[config.mk]
export PLATFORM = sky130hd
export DESIGN_NAME = midi_msg_parser
export DESIGN_NICKNAME = d
export VERILOG_FILES = /design/src/rtl/midi_msg_parser.sv
export SDC_FILE = /design/constraint.sdc
export NUM_CORES = 1
export LEC_CHECK = 0
export CAP_MARGIN = 20
export CORE_UTILIZATION = 40
export CTS_CLUSTER_SIZE = 14
export DETAILED_ROUTE_END_ITERATION = 6
export DONT_BUFFER_PORTS = 1
export PLACE_DENSITY = 0.65
export SLEW_MARGIN = 30
export SYNTH_ARGS = -nofsm -noshare
export SYNTH_HDL_FRONTEND = slang
export SYNTH_SLANG_ARGS = --single-unit
export TNS_END_PERCENT = 20
[constraint.sdc]
create_clock -name clk -period 3.25 [get_ports clk]
set_clock_uncertainty 0.05 [all_clocks]
set_input_delay 0.8125 -clock clk [delete_from_list [all_inputs] [get_ports clk]]
set_output_delay 0.8125 -clock clk [all_outputs]
set_load 0.05 [all_outputs]
[src/rtl/midi_msg_parser.sv]
// rtl/midi_msg_parser.sv - MIDI channel-voice parser driving a mono wavetable voice
module midi_msg_parser #(
    parameter logic [3:0] MIDI_CHANNEL = 4'd0,
    parameter logic       OMNI         = 1'b0
) (
    input  logic       clk,
    input  logic       rst_n,
    input  logic [7:0] rx_data,
    input  logic       rx_dv,
    input  logic       wtb_load_done,
    output logic [6:0] program_num,
    output logic [6:0] note_num,
    output logic [6:0] note_vel,
    output logic       gate,
    output logic       wtb_load,
    output logic [4:0] wtb_num,
    output logic       wtb_busy
);

    typedef enum logic [1:0] {
        IDLE    = 2'd0,
        WAIT_D1 = 2'd1,
        WAIT_D2 = 2'd2
    } state_t;

    state_t     state;
    state_t     state_nxt;

    // Running status: message kind, data length and channel acceptance.
    logic [3:0] status_hi;
    logic       two_byte;
    logic       ignore_msg;
    logic [6:0] d1;

    // Single-entry pending load slot; a newer program change overwrites it.
    logic       pend_valid;
    logic [4:0] pend_num;

    logic       is_system;
    logic       is_chan_status;
    logic       is_data;
    logic       msg_done;
    logic [6:0] msg_d1;
    logic [6:0] msg_d2;
    logic       accept;
    logic       note_on;
    logic       note_off;
    logic       prog_chg;

    // Real-time bytes (0xF8..0xFF) fall in none of these classes, so they never disturb framing.
    assign is_system      = rx_dv && (rx_data[7:3] == 5'b11110);
    assign is_chan_status = rx_dv && rx_data[7] && (rx_data[7:4] != 4'hF);
    assign is_data        = rx_dv && !rx_data[7];

    // State register.
    always_ff @(posedge clk or negedge rst_n) begin
        if (!rst_n) begin
            state <= IDLE;
        end else begin
            state <= state_nxt;
        end
    end

    // Next-state and message-completion decode.
    always_comb begin
        state_nxt = state;
        msg_done  = 1'b0;
        msg_d1    = d1;
        msg_d2    = rx_data[6:0];
        if (is_system) begin
            state_nxt = IDLE;
        end else if (is_chan_status) begin
            state_nxt = WAIT_D1;
        end else if (is_data) begin
            case (state)
                WAIT_D1: begin
                    if (two_byte) begin
                        state_nxt = WAIT_D2;
                    end else begin
                        msg_done = 1'b1;
                        msg_d1   = rx_data[6:0];
                    end
                end
                WAIT_D2: begin
                    msg_done  = 1'b1;
                    state_nxt = WAIT_D1;
                end
                default: state_nxt = IDLE;
            endcase
        end
    end

    assign accept   = msg_done && !ignore_msg;
    assign note_on  = accept && (status_hi == 4'h9) && (msg_d2 != 7'd0);
    assign note_off = accept && ((status_hi == 4'h8) || ((status_hi == 4'h9) && (msg_d2 == 7'd0)));
    assign prog_chg = accept && (status_hi == 4'hC);

    // Latch running status on channel status bytes and capture the first data byte.
    always_ff @(posedge clk or negedge rst_n) begin
        if (!rst_n) begin
            status_hi  <= 4'h0;
            two_byte   <= 1'b0;
            ignore_msg <= 1'b0;
            d1         <= 7'd0;
        end else begin
            if (is_chan_status) begin
                status_hi  <= rx_data[7:4];
                two_byte   <= !((rx_data[7:4] == 4'hC) || (rx_data[7:4] == 4'hD));
                ignore_msg <= (OMNI == 1'b0) && (rx_data[3:0] != MIDI_CHANNEL);
            end
            if (is_data && (state == WAIT_D1) && two_byte) begin
                d1 <= rx_data[6:0];
            end
        end
    end

    // Voice control outputs: last-note priority, note off only releases the sounding note.
    always_ff @(posedge clk or negedge rst_n) begin
        if (!rst_n) begin
            note_num    <= 7'd0;
            note_vel    <= 7'd0;
            gate        <= 1'b0;
            program_num <= 7'd0;
        end else begin
            if (note_on) begin
                note_num <= msg_d1;
                note_vel <= msg_d2;
                gate     <= 1'b1;
            end else if (note_off && (msg_d1 == note_num)) begin
                gate <= 1'b0;
            end
            if (prog_chg) begin
                program_num <= msg_d1;
            end
        end
    end

    // Wavetable load handshake; a done pulse coinciding with a program change frees the loader for it.
    always_ff @(posedge clk or negedge rst_n) begin
        if (!rst_n) begin
            wtb_load   <= 1'b0;
            wtb_num    <= 5'd0;
            wtb_busy   <= 1'b0;
            pend_valid <= 1'b0;
            pend_num   <= 5'd0;
        end else begin
            wtb_load <= 1'b0;
            if (prog_chg) begin
                if (!wtb_busy || wtb_load_done) begin
                    wtb_load   <= 1'b1;
                    wtb_num    <= msg_d1[4:0];
                    wtb_busy   <= 1'b1;
                    pend_valid <= 1'b0;
                end else begin
                    pend_valid <= 1'b1;
                    pend_num   <= msg_d1[4:0];
                end
            end else if (wtb_load_done && wtb_busy) begin
                if (pend_valid) begin
                    wtb_load   <= 1'b1;
                    wtb_num    <= pend_num;
                    pend_valid <= 1'b0;
                end else begin
                    wtb_busy <= 1'b0;
                end
            end
        end
    end

endmodule

# Yosys cells after proc, flatten, opt, wreduce, memory -nomap -nowiden
# Cells that the tools add are included.
op_classes:
  eq_ne: 13
  mux: 32
  bitwise: 1
  reduce_logical: 32
ops:
  columns: ["op", "n"]
  rows:
  - ["7-bit 2-to-1 mux", 5]
  - ["4-bit equality test, second input constant", 5]
  - ["5-bit 2-to-1 mux", 4]
  - ["1-bit 2-to-1 mux", 17]
  - ["1-bit logical AND", 14]
  - ["2-bit 2-to-1 mux", 4]
  - ["4-bit != test, second input constant", 2]
  - ["7-bit equality test", 1]
  - ["7-bit zero test", 1]
  - ["7-bit nonzero test", 1]
  - ["3-bit AND reduction", 2]
  - ["2-bit nonzero test", 3]
  - ["5-bit equality test, second input constant", 1]
  - ["1-bit zero test", 4]
  - ["2-bit by 1-bit != test with 1-bit output, second input constant", 2]
  - ["2-bit one-hot mux with 2 select lines", 1]
  - ["2-bit AND reduction", 2]
  - ["4-bit nonzero test", 1]
  - ["1-bit logical OR", 3]
  - ["3-bit nonzero test", 1]
  - ["2-bit by 1-bit equality test with 1-bit output, second input constant", 1]
  - ["2-bit equality test, second input constant", 1]
  - ["1-bit one-hot mux with 2 select lines", 1]
  - ["1-bit inverter", 1]
word_totals:
  input_bits: 12
  word_cells: 92
  out_inout_bits: 29
  ff_bits: 50

# Logic depth before layout (Yosys ltp)
# Gate-level depths: netlist of run 1.
logic_depth:
  word_depth: 10
  mapped_depth: 8
  depth_no_buf: 7

# Least setup slack after synthesis of run 1
# Ideal clock, no wire load.
synth_path:
  kind: "input-to-reg"
  startpoint: "input rx_data[3]"
  endpoint: "register note_num[4]"
  arrival_ns: 2.179
  setup_ns: 0.125
  cell_stages: 5
  n_path_buf: 1
  required_ns: 3.075
  setup_slack_ns: 0.896
  cell_sequence: "or4_4 -> o41ai_4 -> nor4_4 -> buf_6 -> mux2_4"
synth_via:
  elab_chain_cells: 6
  word_cells_on_any_way: 8
  classes_between: "eq/ne (1); mux (2); reduce/logical (5)"
synth_lines:
  columns: ["item", "line_no", "text"]
  rows:
  - ["start: declaration", "8", "input logic [7:0] rx_data,"]
  - ["5-bit equality test", "51", "assign is_system = rx_dv && (rx_data[7:3] == 5'b11110);"]
  - ["1-bit logical AND", "51", null]
  - ["1-bit 2-to-1 mux", "70", "if (is_system) begin"]
  - ["1-bit logical AND", "93", "assign accept = msg_done && !ignore_msg;"]
  - ["1-bit logical AND (2 in a row)", "94", "assign note_on = accept && (status_hi == 4'h9) && (msg_d2 != 7'd0);"]
  - ["end signal: assignment", "126", "note_num <= msg_d1;"]
  - ["end: declaration", "12", "output logic [6:0] note_num,"]
# Parallel ways exist; a longest one is shown, timed or not.
# A chain may end at the register's enable or synchronous reset.

# Worst setup path after layout of run 1
layout_path:
  startpoint: "register state[0]"
  endpoint: "register pend_num[3]"
layout_via:
  elab_chain_cells: 8
  word_cells_on_any_way: 13
  classes_between: "eq/ne (2); mux (8); reduce/logical (3)"
layout_lines:
  columns: ["item", "line_no", "text"]
  rows:
  - ["start: declaration", "26", "state_t state;"]
  - ["start signal: assignment", "60", "state <= state_nxt;"]
  - ["2-bit equality test or 2-bit by 1-bit equality test with 1-bit output (tied branches)", "75", "case (state)"]
  - ["1-bit one-hot mux with 2 select lines", "75", null]
  - ["1-bit 2-to-1 mux", "74", "end else if (is_data) begin"]
  - ["1-bit 2-to-1 mux", "72", "end else if (is_chan_status) begin"]
  - ["1-bit 2-to-1 mux", "70", null]
  - ["1-bit logical AND", "93", null]
  - ["1-bit logical AND", "96", "assign prog_chg = accept && (status_hi == 4'hC);"]
  - ["2-bit AND reduction (no source line)", null, null]
  - ["end signal: assignment", "156", "pend_num <= msg_d1[4:0];"]
  - ["end: declaration", "37", "logic [4:0] pend_num;"]
# Parallel ways exist; a longest one is shown, timed or not.

==> results of run 1 <==
-- layer usage --
metal	wire [um]	share of wire, %
met1	2340	48
met2	2270	46
met3	215	4.4
met4	76	1.5
met5	0	0
-- layout make-up --
class	instances	area (um^2)
clock buffer	6	72.6
clock inverter	2	37.5
fill	514	3050
inverter	9	33.8
multi-input combinational	148	1070
sequential	50	1250
tap	72	90.1
timing repair buffer	4	30.0
-- worst paths after layout --
check / to / slack [ns] / cells after the start
setup / recovery: pend_num[3] / 0.73 / 7
max in group asynchronous: note_num[5] / 2.91 / 0
setup reg to reg: pend_num[3] / 0.73 / 7
hold reg to reg: status_hi[3] / 0.42 / 1
hold / removal: program_num[4] / 0.14 / 0
min in group clk: status_hi[3] / 0.42 / 1
-- power by group through the flow --
| stage | clock network (W) | logic [W] | registers, W |
|---|---|---|---|
| floorplan | 0 | 0.000182 | 0.000763 |
| finish | 0.000442 | 0.000216 | 0.000766 |
| global route | 0.000479 | 0.000245 | 0.000774 |
| detailed placement | 0 | 0.000218 | 0.000780 |
| CTS | 0.000449 | 0.000220 | 0.000767 |
| global placement | 0 | 0.000214 | 0.000777 |
-- placed cells by master, fill, tap and decap left out, drive strengths merged, types with 5 or more instances in the layout --
cell type and n:
inv 9, o31ai 5, dfrtp 50, xor2 7
a21oi 9, o21ai 8, nor2 34, nand2 19
clkbuf 6, nor2b 5, mux2 28
-- cell usage after synthesis, types with 2 or more instances --
library cell,n
sky130_fd_sc_hd__ha_1,3
sky130_fd_sc_hd__mux2_2,22
sky130_fd_sc_hd__clkbuf_1,3
sky130_fd_sc_hd__a21oi_1,9
sky130_fd_sc_hd__inv_1,9
sky130_fd_sc_hd__a31oi_1,2
sky130_fd_sc_hd__nor2b_1,5
sky130_fd_sc_hd__nand2_1,19
sky130_fd_sc_hd__nor2_1,34
sky130_fd_sc_hd__xor2_1,7
sky130_fd_sc_hd__nor3_1,2
sky130_fd_sc_hd__o22a_1,2
sky130_fd_sc_hd__o31ai_1,5
sky130_fd_sc_hd__or2_2,2
sky130_fd_sc_hd__o21ai_0,8
sky130_fd_sc_hd__dfrtp_1,50
sky130_fd_sc_hd__mux2_4,6
sky130_fd_sc_hd__mux2i_1,2
sky130_fd_sc_hd__nand3_1,2
sky130_fd_sc_hd__o2111ai_1,2
-- critical path, cell delays in order (launching register included) --
cell	delay, ns
sky130_fd_sc_hd__dfrtp_1	0.40
sky130_fd_sc_hd__inv_1	0.09
sky130_fd_sc_hd__ha_1	0.31
sky130_fd_sc_hd__nor4b_2	0.37
sky130_fd_sc_hd__o2111ai_1	0.22
sky130_fd_sc_hd__buf_4	0.21
sky130_fd_sc_hd__nor2_1	0.37
sky130_fd_sc_hd__mux2_2	0.39
-- sequential cells by signal, summed over array words and instances (netlist names) --
| signal | cells |
|---|---|
| wtb_load | 1 |
| pend_valid | 1 |
| gate | 1 |
| note_num | 7 |
| d1 | 7 |
| note_vel | 7 |
| wtb_busy | 1 |
| state | 2 |
| two_byte | 1 |
| pend_num | 5 |
| status_hi | 4 |
| wtb_num | 5 |
| ignore_msg | 1 |
| program_num | 7 |
-- logic make-up after synthesis --
group | after synthesis
AND/OR/NAND/NOR | 73
flip-flops | 50
AO/OA/AOI/OAI | 35
multiplexers | 30
buffers and inverters | 15
XOR/XNOR | 7
adder cells (fa/ha/maj) | 3
-- through the flow --
| stage | power [W] | area, um^2 | cells | utilization (%) |
|---|---|---|---|---|
| after global placement | 0.000991 | 2480 | 283 | 44.0 |
| final | 0.00142 | 2590 | 291 | 45.9 |
| after global routing | 0.00150 | 2590 | 291 | 45.9 |
| after detailed placement | 0.000997 | 2480 | 283 | 44.0 |
| after CTS | 0.00144 | 2590 | 291 | 45.9 |
| after floorplan | 0.000945 | 2390 | 213 | - |
==> implementation parameters, run 1 <==
Parameter                              Value

Power
  Clock network power share ... 31.0%
  Leakage power of the design ... 1.18 nW
  Worst VDD drop ... 0.296 mV
  Power density relative to cell area ... 550 nW/um^2
  P_int ... 0.00102 W
  P_sw ... 0.000403 W
  Combinational power share ... 15.2%
  Switch share ... 28.3%
  Reg power frac ... 53.8%

Layout
  Diodes inserted ... 0
  Layout Area Growth over Synthesis ... 8.15%
  Net count, final ... 233
  Fraction of final layout cells sized beyond drive strength 1 ... 22.4%

CTS
  CTS buffer count ... 5
  Number of setup buffers added after CTS ... 0
  TritonCTS clock tree ... done
  Number of gates given a new drive strength after cts ... 0
  Hold Buf Count CTS ... 0
  Clk Latency, worst-skew pair ... 0.30 ns
  Maximum clock insertion buffer count ... 2
  Sinks on Clock Net ... 50
  Clock transition at the register clock pins on the worst setup and hold paths after CTS ... 0.09 ns
  Number of levels in the clock H-tree ... 2
  Root buffer selected by CTS ... sky130_fd_sc_hd__clkbuf_8

Logic synthesis
  Register bit total from synthesis ... 50
  Area fraction of the dominant cell type after synthesis ... 52.2%
  Netlist area before placement ... 2390 um^2
  Main synth FF type ... sky130_fd_sc_hd__dfrtp_1
  Mapped Nets ... 228
  Warnings from Yosys ... 0
  Most area-hungry cell type in the Yosys netlist ... sky130_fd_sc_hd__dfrtp_1
  Synth Area in XOR/XNOR ... 2.56%
  Proportion of synthesized flip-flops having asynchronous set or reset ... 100%
  Synthesized area per cell ... 11.2 um^2
  Simple-gate share of the synthesized area ... 15.2%
  Post-synthesis sequential area ratio ... 52.2%
  Compound-cell area share of the yosys netlist ... 10.7%
  Adder-cell share of the synthesized area ... 1.57%
  Biggest area contributors in the synthesized netlist ... sky130_fd_sc_hd__dfrtp_1 (52%), sky130_fd_sc_hd__mux2_2 (10%), sky130_fd_sc_hd__nor2_1 (5.3%)
  Number of synthesized flops with an enable pin ... 0
  Number of standard cells after synthesis ... 213
  Combinational family with the most area after synthesis ... simple AND/OR/NAND/NOR gates
  Number of library cell types mapped by synthesis ... 39
  Share of synthesized area spent on multiplexers ... 14.9%

Hold path
  Class of the most critical hold timing path ... input port to async pin

Die
  Die ar. ... 6300 um^2
  Starting utilization of the core area ... 42.4%
  I/O pin count ... 41
  Die outline height ... 79.4 um
  DIE WIDTH ... 79.4 um
  Cell row count ... 27
  Placeable core region ... 5640 um^2

Setup path
  Required time of the critical path ... 3.40 ns
  Kind of end point of the critical path ... register
  Max Fanout on Critical Path ... 8
  Launching element type of the critical path ... register
  Launching instance or port of the critical path ... state[0]
  Category of the critical setup timing path ... register to register
  Reg2reg start ... state[0]
  Critical path arrival ... 2.67 ns

Timing
  RSZ-0062 raised after global routing ... false
  Worst slew pin tran ... 0.618 ns
  Final critical-path required period ... 2.52 ns
  Period utilization ... 77.6%
  Fmax ... 397 MHz
  Total count of max-transition violations in the final report ... 0
  Headroom to the max-slew limit ... 58.7%
  Worst hold margin ... 0.143 ns
  Final hold vios ... 0
  Sum of negative setup slack ... 0 ns
  Worst path setup slack after routing ... 0.728 ns
  Final setup violation count ... 0

Drt
  DR WL/cell ... 16.9 um
  Remaining DRCs ... 0
  Ratio of routed vias to standard cells ... 5.32
  Vias ... 1548
  Number of iterations in the first detailed-routing pass ... 4
  Final WL ... 4900 um
  Remaining antenna violation count after routing ... 0
  Starting DRC count in detailed routing ... 87

Global route
  Met1 layer usage reported by global route ... 23.3%
  Remaining global-route overflow ... 0
  Most utilized layer in the global route result ... met2
  Pin count of the biggest net entering global routing ... 51
  Wire length of the first global-routing pass ... 8230 um
  Global routing met3 resource utilization ... 5.14%
  Number of global-route vias before repair ... 1607
  Number of antenna violations at the first check in global routing ... 0
  Total routing resource utilization after global routing ... 17.4%
  Met2 track demand over resource ... 26.6%

Status
  Status ... complete, no violations

Place
  PortBufs ... 0
  Routability congestion estimate ... 0.780
  Setup slack after placement ... 0.750 ns
  Hpwl dp ... 3550 um

Run
  Number of max-cap violations ... 0
Power figures use the tool's default switching activity.
==> run 2: changes to the inputs <==
==> constraint.sdc (replaced) <==
create_clock -name clk -period 2.5 [get_ports clk]
set_clock_uncertainty 0.05 [all_clocks]
set_input_delay 0.625 -clock clk [delete_from_list [all_inputs] [get_ports clk]]
set_output_delay 0.625 -clock clk [all_outputs]
set_load 0.05 [all_outputs]
==> implementation parameters, run 2 (same netlist as run 1, synthesis figures left out) <==
Parameter                              Value

Setup path
  Chain of cells forming the critical path ... inv_1, ha_1, nor4b_4, nand2_1, nor4_4, buf_4, mux2_2 (was inv_1, ha_1, nor4b_2, o2111ai_1, buf_4, nor2_1, mux2_2)
  Gate family responsible for the most delay along the worst path ... simple AND/OR/NAND/NOR gates (unchanged)
  Stage delay of the slowest cell on the critical path ... 0.38 ns (was 0.40 ns)
  Max Fanout on Critical Path ... 10 (was 8)
  Launching element type of the critical path ... register (unchanged)
  Required time of the critical path ... 2.64 ns (was 3.40 ns)
  Slowest cell on crit path ... sky130_fd_sc_hd__dfrtp_1 (unchanged)
  Kind of end point of the critical path ... register (unchanged)
  Count of buffering cells on the critical path with inverters included ... 2 (unchanged)
  Critical path arrival ... 2.51 ns (was 2.67 ns)
  Launching instance or port of the critical path ... state[0] (unchanged)
  Reg2reg start ... state[0] (unchanged)
  Category of the critical setup timing path ... register to register (unchanged)

Layout
  Net count, final ... 242 (was 233)
  Layout Area Growth over Synthesis ... 11.2% (was 8.15%)
  Leading cell type in the layout, fill and taps excluded ... sky130_fd_sc_hd__dfrtp_1 (unchanged)
  Fraction of final layout cells sized beyond drive strength 1 ... 25.4% (was 22.4%)
  Diodes inserted ... 0 (unchanged)
  Commonest non-fill, non-tap cells in the layout ... sky130_fd_sc_hd__dfrtp_1 (50), sky130_fd_sc_hd__nor2_1 (34), sky130_fd_sc_hd__mux2_2 (22) (unchanged)

Die
  DIE WIDTH ... 79.4 um (unchanged)
  I/O pin count ... 41 (unchanged)
  Die ar. ... 6300 um^2 (unchanged)
  Die outline height ... 79.4 um (unchanged)
  Placeable core region ... 5640 um^2 (unchanged)
  Cell row count ... 27 (unchanged)
  Starting utilization of the core area ... 42.4% (unchanged)

Drt
  Final WL ... 4990 um (was 4900 um)
  Remaining DRCs ... 0 (unchanged)
  Vias ... 1611 (was 1548)
  DR WL/cell ... 16.6 um (was 16.9 um)
  Remaining antenna violation count after routing ... 0 (unchanged)
  Number of iterations in the first detailed-routing pass ... 4 (unchanged)
  Ratio of routed vias to standard cells ... 5.37 (was 5.32)
  Starting DRC count in detailed routing ... 77 (was 87)

Timing
  Worst slew pin tran ... 0.588 ns (was 0.618 ns)
  Sum of negative setup slack ... 0 ns (unchanged)
  Fmax ... 423 MHz (was 397 MHz)
  Final setup violation count ... 0 (unchanged)
  Period utilization ... 94.6% (was 77.6%)
  Final hold vios ... 0 (unchanged)
  Total count of max-transition violations in the final report ... 0 (unchanged)
  Worst hold margin ... 0.110 ns (was 0.143 ns)
  RSZ-0062 raised after global routing ... false (unchanged)
  Headroom to the max-slew limit ... 60.8% (was 58.7%)
  Final critical-path required period ... 2.37 ns (was 2.52 ns)

CTS
  Number of levels in the clock H-tree ... 2 (unchanged)
  CTS buffer count ... 5 (unchanged)
  Clk Latency, worst-skew pair ... 0.31 ns (was 0.30 ns)
  TritonCTS clock tree ... done (unchanged)
  Number of setup buffers added after CTS ... 0 (unchanged)
  Root buffer selected by CTS ... sky130_fd_sc_hd__clkbuf_8 (unchanged)
  Sinks on Clock Net ... 50 (unchanged)
  Maximum clock insertion buffer count ... 2 (unchanged)
  Clock transition at the register clock pins on the worst setup and hold paths after CTS ... 0.09 ns (about the same)

Global route
  Wire length of the first global-routing pass ... 8150 um (was 8230 um)
  Number of global-route vias before repair ... 1588 (was 1607)
  Total routing resource utilization after global routing ... 17.2% (was 17.4%)
  Number of antenna violations at the first check in global routing ... 0 (unchanged)
  Pin count of the biggest net entering global routing ... 51 (unchanged)
  Remaining global-route overflow ... 0 (unchanged)

Run
  Number of max-cap violations ... 0 (unchanged)

Place
  Routability congestion estimate ... 0.770 (was 0.780)
  Hpwl dp ... 3680 um (was 3550 um)
  PortBufs ... 0 (unchanged)

Power
  Leakage power of the design ... 1.23 nW (was 1.18 nW)
  Power density relative to cell area ... 666 nW/um^2 (was 550 nW/um^2)
  Worst VDD drop ... 0.274 mV (was 0.296 mV)

Status
  Status ... complete, no violations (unchanged)

Hold path
  Class of the most critical hold timing path ... input port to async pin (unchanged)
## run 2: cell types whose count changed in the layout (fill, tap and decap cells not counted), sizes merged
cell	delta
buf	+9
bufinv	-1
clkinvlp	-1
clkinv	+2
## run 2: what timing repair did
action,4_1_cts,5_1_grt
hold buffers,1,0
endpoints found under the hold margin,50,0
setup endpoints to repair,0,3
resized for setup,0,1
## run 2: final timing paths
| kind | endpoint | slack (ns) | cells after the start |
|---|---|---|---|
| min in group clk | pend_valid | 0.34 | 1 |
| min reg2reg | d1[5] | 0.44 | 2 |
| max in group asynchronous | two_byte | 2.07 | 1 |
| max reg2reg | note_vel[6] | 0.13 | 7 |
| max | note_vel[6] | 0.13 | 7 |
| min | wtb_num[0] | 0.11 | 1 |
## run 2: final cells by class
cell class / count / area [um^2]
fillers: 515 / 2980
flip-flops and latches: 50 / 1250
multi-input cells: 148 / 1080
repair buffers: 13 / 118
well taps: 72 / 90.1
clock buffers: 6 / 72.6
inverters: 9 / 33.8
clock inverters: 2 / 13.8
## run 2: per-layer routing
| layer | vias up | wire, um | GRT usage [%] |
|---|---|---|---|
| li1 | 771 | - | - |
| met1 | 796 | 2310 | 22.3 |
| met2 | 39 | 2300 | 26.9 |
| met3 | 5 | 317 | 5.49 |
| met4 | 0 | 58 | 6.00 |
| met5 | - | 0 | 0 |
## run 2: through the flow
step	std cells	worst slack (ns)	cell area [um^2]	util, %	power, W
final	300	0.134	2660	47.2	0.00177
after global routing	300	0.0212	2660	47.2	0.00188
after CTS	300	0.102	2650	47.0	0.00179
after detailed placement	291	0.117	2540	45.0	0.00130
after global placement	291	0.186	2540	45.0	0.00129
after floorplan	213	0.229	2390	-	0.00123
## run 2: where the power goes
part	switching (W)	leakage [nW]	total [W]	internal, W
logic	0.000168	0.539	0.000325	0.000157
registers	0.000102	0.651	0.000984	0.000882
clock network	0.000266	0.0452	0.000464	0.000198
total	0.000536	1.23	0.00177	0.00124
==> RTL change 1 (config.mk and constraints of run 1) <==
The 3 states of `state_t` get a one-hot encoding in 3 bits.
--- a/src/rtl/midi_msg_parser.sv
+++ b/src/rtl/midi_msg_parser.sv
@@ -19,6 +19,6 @@
 
-    typedef enum logic [1:0] {
-        IDLE    = 2'd0,
-        WAIT_D1 = 2'd1,
-        WAIT_D2 = 2'd2
+    typedef enum logic [2:0] {
+        IDLE    = 3'b001,
+        WAIT_D1 = 3'b010,
+        WAIT_D2 = 3'b100
     } state_t;
Formal check against the unedited RTL: no difference found for any inputs over 10 cycles, from zero or initial values and one cycle with rst_n low; not proved beyond that.
==> RTL change 1 against run 1 <==
Via count grew 1.2%. Wire length is 4.7% lower. Global-route usage decreased by 0.67 points. Final area is 5.0% lower. Non-clock buffer count is 2 lower. Die area down 3.7%. Total power is 18% higher. Area after synthesis is 3.8% lower. Clock power decreased by 12%. Setup slack better by 130 ps. Critical path depth down 1. Worst hold slack got worse by 20 ps. Sequential cell count increased by 1. Critical path type unchanged. Largest power group unchanged.
==> RTL change 1: results (changes against run 1) <==
routing:
  wire_per_inst_um: 16.4  # was 16.9 um
  vias_per_cell: 5.50  # was 5.32
  drt_iter0_drc: 154  # was 87
critical_path:
  critPathArrivalTime_ps: 2540  # was 2670 ps
  cpPeakStageDelay_ps: 490  # was 400 ps
  critPathMaxFanout: 12  # was 8
  r2r_cells: 6  # was 7
finish:
  drive_above_1_share: 0.122  # was 0.224
  fillerInstances: 539  # was 514
place:
  gp_congestion: 0.845  # was 0.780
  dp_hpwl_um: 3340  # was 3550 um
  place_ws_ps: 528  # was 750 ps
timing:
  tightest_slew_ps: 686  # was 618 ps
power_and_ir_drop:
  power_leakage_nw: 1.12  # was 1.18 nW
  vdd_drop_max_mv: 0.195  # was 0.296 mV
yosys:
  syn_nets: 223  # was 228
  yosysSeqAreaShare: 0.555  # was 0.522
  netlist_top_cells_count: "dfrtp_1, nand2_1, o21ai_0, inv_1, mux2_2"  # was dfrtp_1, nor2_1, mux2_2, nand2_1
  ys_top_cells_by_area: "dfrtp_1, o21ai_0, nand2_1, mux2_2, mux2i_1"  # was dfrtp_1, mux2_2, nor2_1, mux2_4, nand2_1
  ys_types: 44  # was 39
global_routing:
  grt_first_pass_wirelength_um: 7760  # was 8230 um
  grt_use_total: 0.168  # was 0.174
  first_global_vias: 1465  # was 1607
  grt_start_max_net_pins: 52  # was 51
outcome:
  status: "finished clean"  # unchanged
min_path:
  min_path_type: "in -> async"  # unchanged
clock_network:
  clock_latency_ps: 320  # was 300 ps
## RTL change 1: layout make-up
type                    count  area (um2)  share of cell area
clock inverters             3        28.8              0.0117
repair buffers              2        15.0             0.00610
well taps                  72        90.1              0.0366
inverters                   9        33.8              0.0137
flip-flops and latches     51        1280               0.519
clock buffers               5        68.8              0.0280
multi-input cells         143         946               0.385
## RTL change 1: critical path: cells and delay by family (launching register included)
kind	cells	cell delay, ps
compound gates	2	650
mux	1	280
simple gates	3	810
flops	1	490
## RTL change 1: per-stage QoR
| stage | instance area [um2] | instances |
|---|---|---|
| after CTS | 2460 | 285 |
| after detailed placement | 2360 | 277 |
| after floorplan | 2300 | 211 |
| after global routing | 2460 | 285 |
| after global placement | 2360 | 277 |
| final | 2460 | 285 |
## RTL change 1: final timing paths
path	from	endpoint	slack [ps]
min	rst_n	d1[5]	120
max in group asynchronous	rst_n	state[0]	2850
max reg2reg	state[2]	gate	860
max	state[2]	gate	860
min reg2reg	status_hi[3]	status_hi[3]	430
min in group clk	status_hi[3]	status_hi[3]	430
## RTL change 1: cell families (layout without fill, tap and decap cells)
group,Yosys count,count (layout),synth area share
buffers and inverters,17,19,0.0348
XOR/XNOR,7,7,0.0266
multiplexers,19,19,0.0940
flip-flops,51,51,0.555
AO/OA/AOI/OAI,57,57,0.154
AND/OR/NAND/NOR,60,60,0.136
## RTL change 1: power breakdown
group,leakage (nW),total (mW),internal [mW],switching (mW)
Sequential,0.668,1.04,0.745,0.299
Clock,0.0502,0.388,0.160,0.228
Combinational,0.404,0.252,0.137,0.115
## RTL change 1: layer usage
metal  routed length, um  global-route usage
met1                2110               0.217
met3                 390              0.0694
met5                   0                   0
met2                2090               0.247
met4                  80              0.0698
==> RTL change 2 (settings of run 1) <==
Without the edit above. `OMNI`: 1'b0 -> 1'b1.
--- a/src/rtl/midi_msg_parser.sv
+++ b/src/rtl/midi_msg_parser.sv
@@ -3,3 +3,3 @@
     parameter logic [3:0] MIDI_CHANNEL = 4'd0,
-    parameter logic       OMNI         = 1'b0
+    parameter logic       OMNI         = 1'b1
 ) (
Formal check against the unedited RTL: not equivalent (a bounded check fails within 4 cycles, from zero or initial values and one cycle with rst_n low).
==> RTL change 2 against run 1 <==
Critical path depth stayed put. Fmax decreased by 5.0%. Core utilization shrank 1.1 points. Wire length fell by 4.1%. Clock power shrank 21%. Sequential cell count shrank 1. Critical path type unchanged. First-iteration DRC count down 20%. Setup slack worse by 130 ps. Final area down 3.5%. Total power grew 28%. Critical endpoint is now note_vel[6]. Worst hold slack improved by 11 ps. Area after synthesis is 2.6% lower.
==> RTL change 2: results (changes against run 1) <==
routing:
  wl_met3_um: 282  # was 215 um
  wire_per_inst_um: 16.7  # was 16.9 um
  dr_wl_met2_um: 2180  # was 2270 um
  drt_pre_antenna_iters: 4  # unchanged
  wl_met1_um: 2150  # was 2340 um
  drt_iter0_drc: 70  # was 87
  vias: 1520  # was 1548
  top_layer_used: "met4"  # unchanged
global_routing:
  grt_first_pass_wirelength_um: 7830  # was 8230 um
  grt_start_max_net_pins: 50  # was 51
  grt_use_total: 0.168  # was 0.174
  grt_antenna_before_repair: 0  # unchanged
yosys:
  ys_async_sr_fraction: 1.00  # unchanged
  netlist_top_cells_count: "dfrtp_1, nor2_1, mux2_2, nand2_1, a21oi_1"  # was dfrtp_1, nor2_1, mux2_2, nand2_1
  ys_top_cells_by_area: "dfrtp_1, mux2_2, mux2_4, nor2_1, a21oi_1"  # was dfrtp_1, mux2_2, nor2_1, mux2_4, nand2_1
  ys_types: 39  # unchanged
  syn_nets: 220  # was 228
  yosysSeqAreaShare: 0.525  # was 0.522
  yosys_warnings: 0  # unchanged
place:
  dp_hpwl_um: 3360  # was 3550 um
  io_buffers: 0  # unchanged
  gp_congestion: 0.801  # was 0.780
power_and_ir_drop:
  vdd_drop_max_mv: 0.324  # was 0.296 mV
  power_leakage_nw: 1.13  # was 1.18 nW
clock_network:
  worst_setup_hold_path_clk_slew_ps: 80
  htree_levels: 2  # unchanged
  post_cts_buffers: 0  # unchanged
  root_buffer: "clkbuf_8"  # unchanged
  cts_resized: 0  # unchanged
  clock_latency_ps: 290
  numCtsBuffers: 5  # unchanged
  cts_buffer_depth: 2  # unchanged
finish:
  diodes: 0  # unchanged
  drive_above_1_share: 0.182  # was 0.224
  fillerInstances: 514  # unchanged
critical_path:
  critPathArrivalTime_ps: 2790  # was 2670 ps
  critPathMaxFanout: 21  # was 8
outcome:
  status: "finished clean"  # unchanged
timing:
  drv_slew: 0  # unchanged
  slew_headroom: 0.529  # was 0.587
min_path:
  min_path_type: "in -> async"  # unchanged
==> RTL change 2: per-stage QoR <==
stage	total power [mW]	worst slack, ps	instances	area, um2
6_report	1.82	594	281	2500
5_1_grt	1.93	439	281	2500
4_1_cts	1.84	589	281	2500
3_5_place_dp	1.49	526	274	2410
3_3_place_gp	1.48	539	274	2410
2_1_floorplan	1.38	600	205	2330
==> RTL change 2: final timing paths <==
path | endpoint | start | slack [ps] | cells after the start
worst min-delay path | note_num[5] | rst_n | 150 | 0
max in group asynchronous | wtb_num[2] | rst_n | 2900 | 0
worst max register to register | note_vel[6] | state[0] | 590 | 7
min in group clk | status_hi[3] | status_hi[3] | 430 | 1
worst min register to register | status_hi[3] | status_hi[3] | 430 | 1
worst max-delay path | note_vel[6] | state[0] | 590 | 7
==> RTL change 2: power breakdown <==
part	switching (mW)	internal, mW
Combinational	0.150	0.172
Clock	0.182	0.169
Sequential	0.416	0.733
Total	0.748	1.07
==> RTL change 2: kinds of logic (layout without fill, tap and decap cells) <==
| group | Yosys count | after routing | synth area share |
|---|---|---|---|
| compound gates | 41 | 41 | 0.125 |
| xor+xnor | 3 | 3 | 0.0113 |
| fa+ha+maj | 3 | 3 | 0.0161 |
| buf+inv | 16 | 20 | 0.0343 |
| flops | 49 | 49 | 0.525 |
| mux | 28 | 28 | 0.145 |
| simple gates | 65 | 65 | 0.143 |
==> RTL change 2: area by class of cell <==
type / count / area (um2) / area share
sequential: 49 / 1230 / 0.490
multi-input combinational: 140 / 1030 / 0.413
tap: 72 / 90.1 / 0.0360
clock buffer: 7 / 86.3 / 0.0345
inverter: 9 / 33.8 / 0.0135
timing repair buffer: 4 / 30.0 / 0.0120
==> RTL change 2: worst max-delay path: stages (launching register included) <==
cell	delay [ps]
dfrtp_1	380
inv_1	90
ha_1	290
or4b_4	540
a2111o_1	440
nor2_2	90
buf_4	290
mux2_2	370
==> RTL change 2: routing by layer <==
layer | track usage | up-vias
li1 | - | 725
met1 | 0.233 | 751
met2 | 0.249 | 35
met3 | 0.0430 | 9
met4 | 0.0685 | 0
met5 | 0 | -
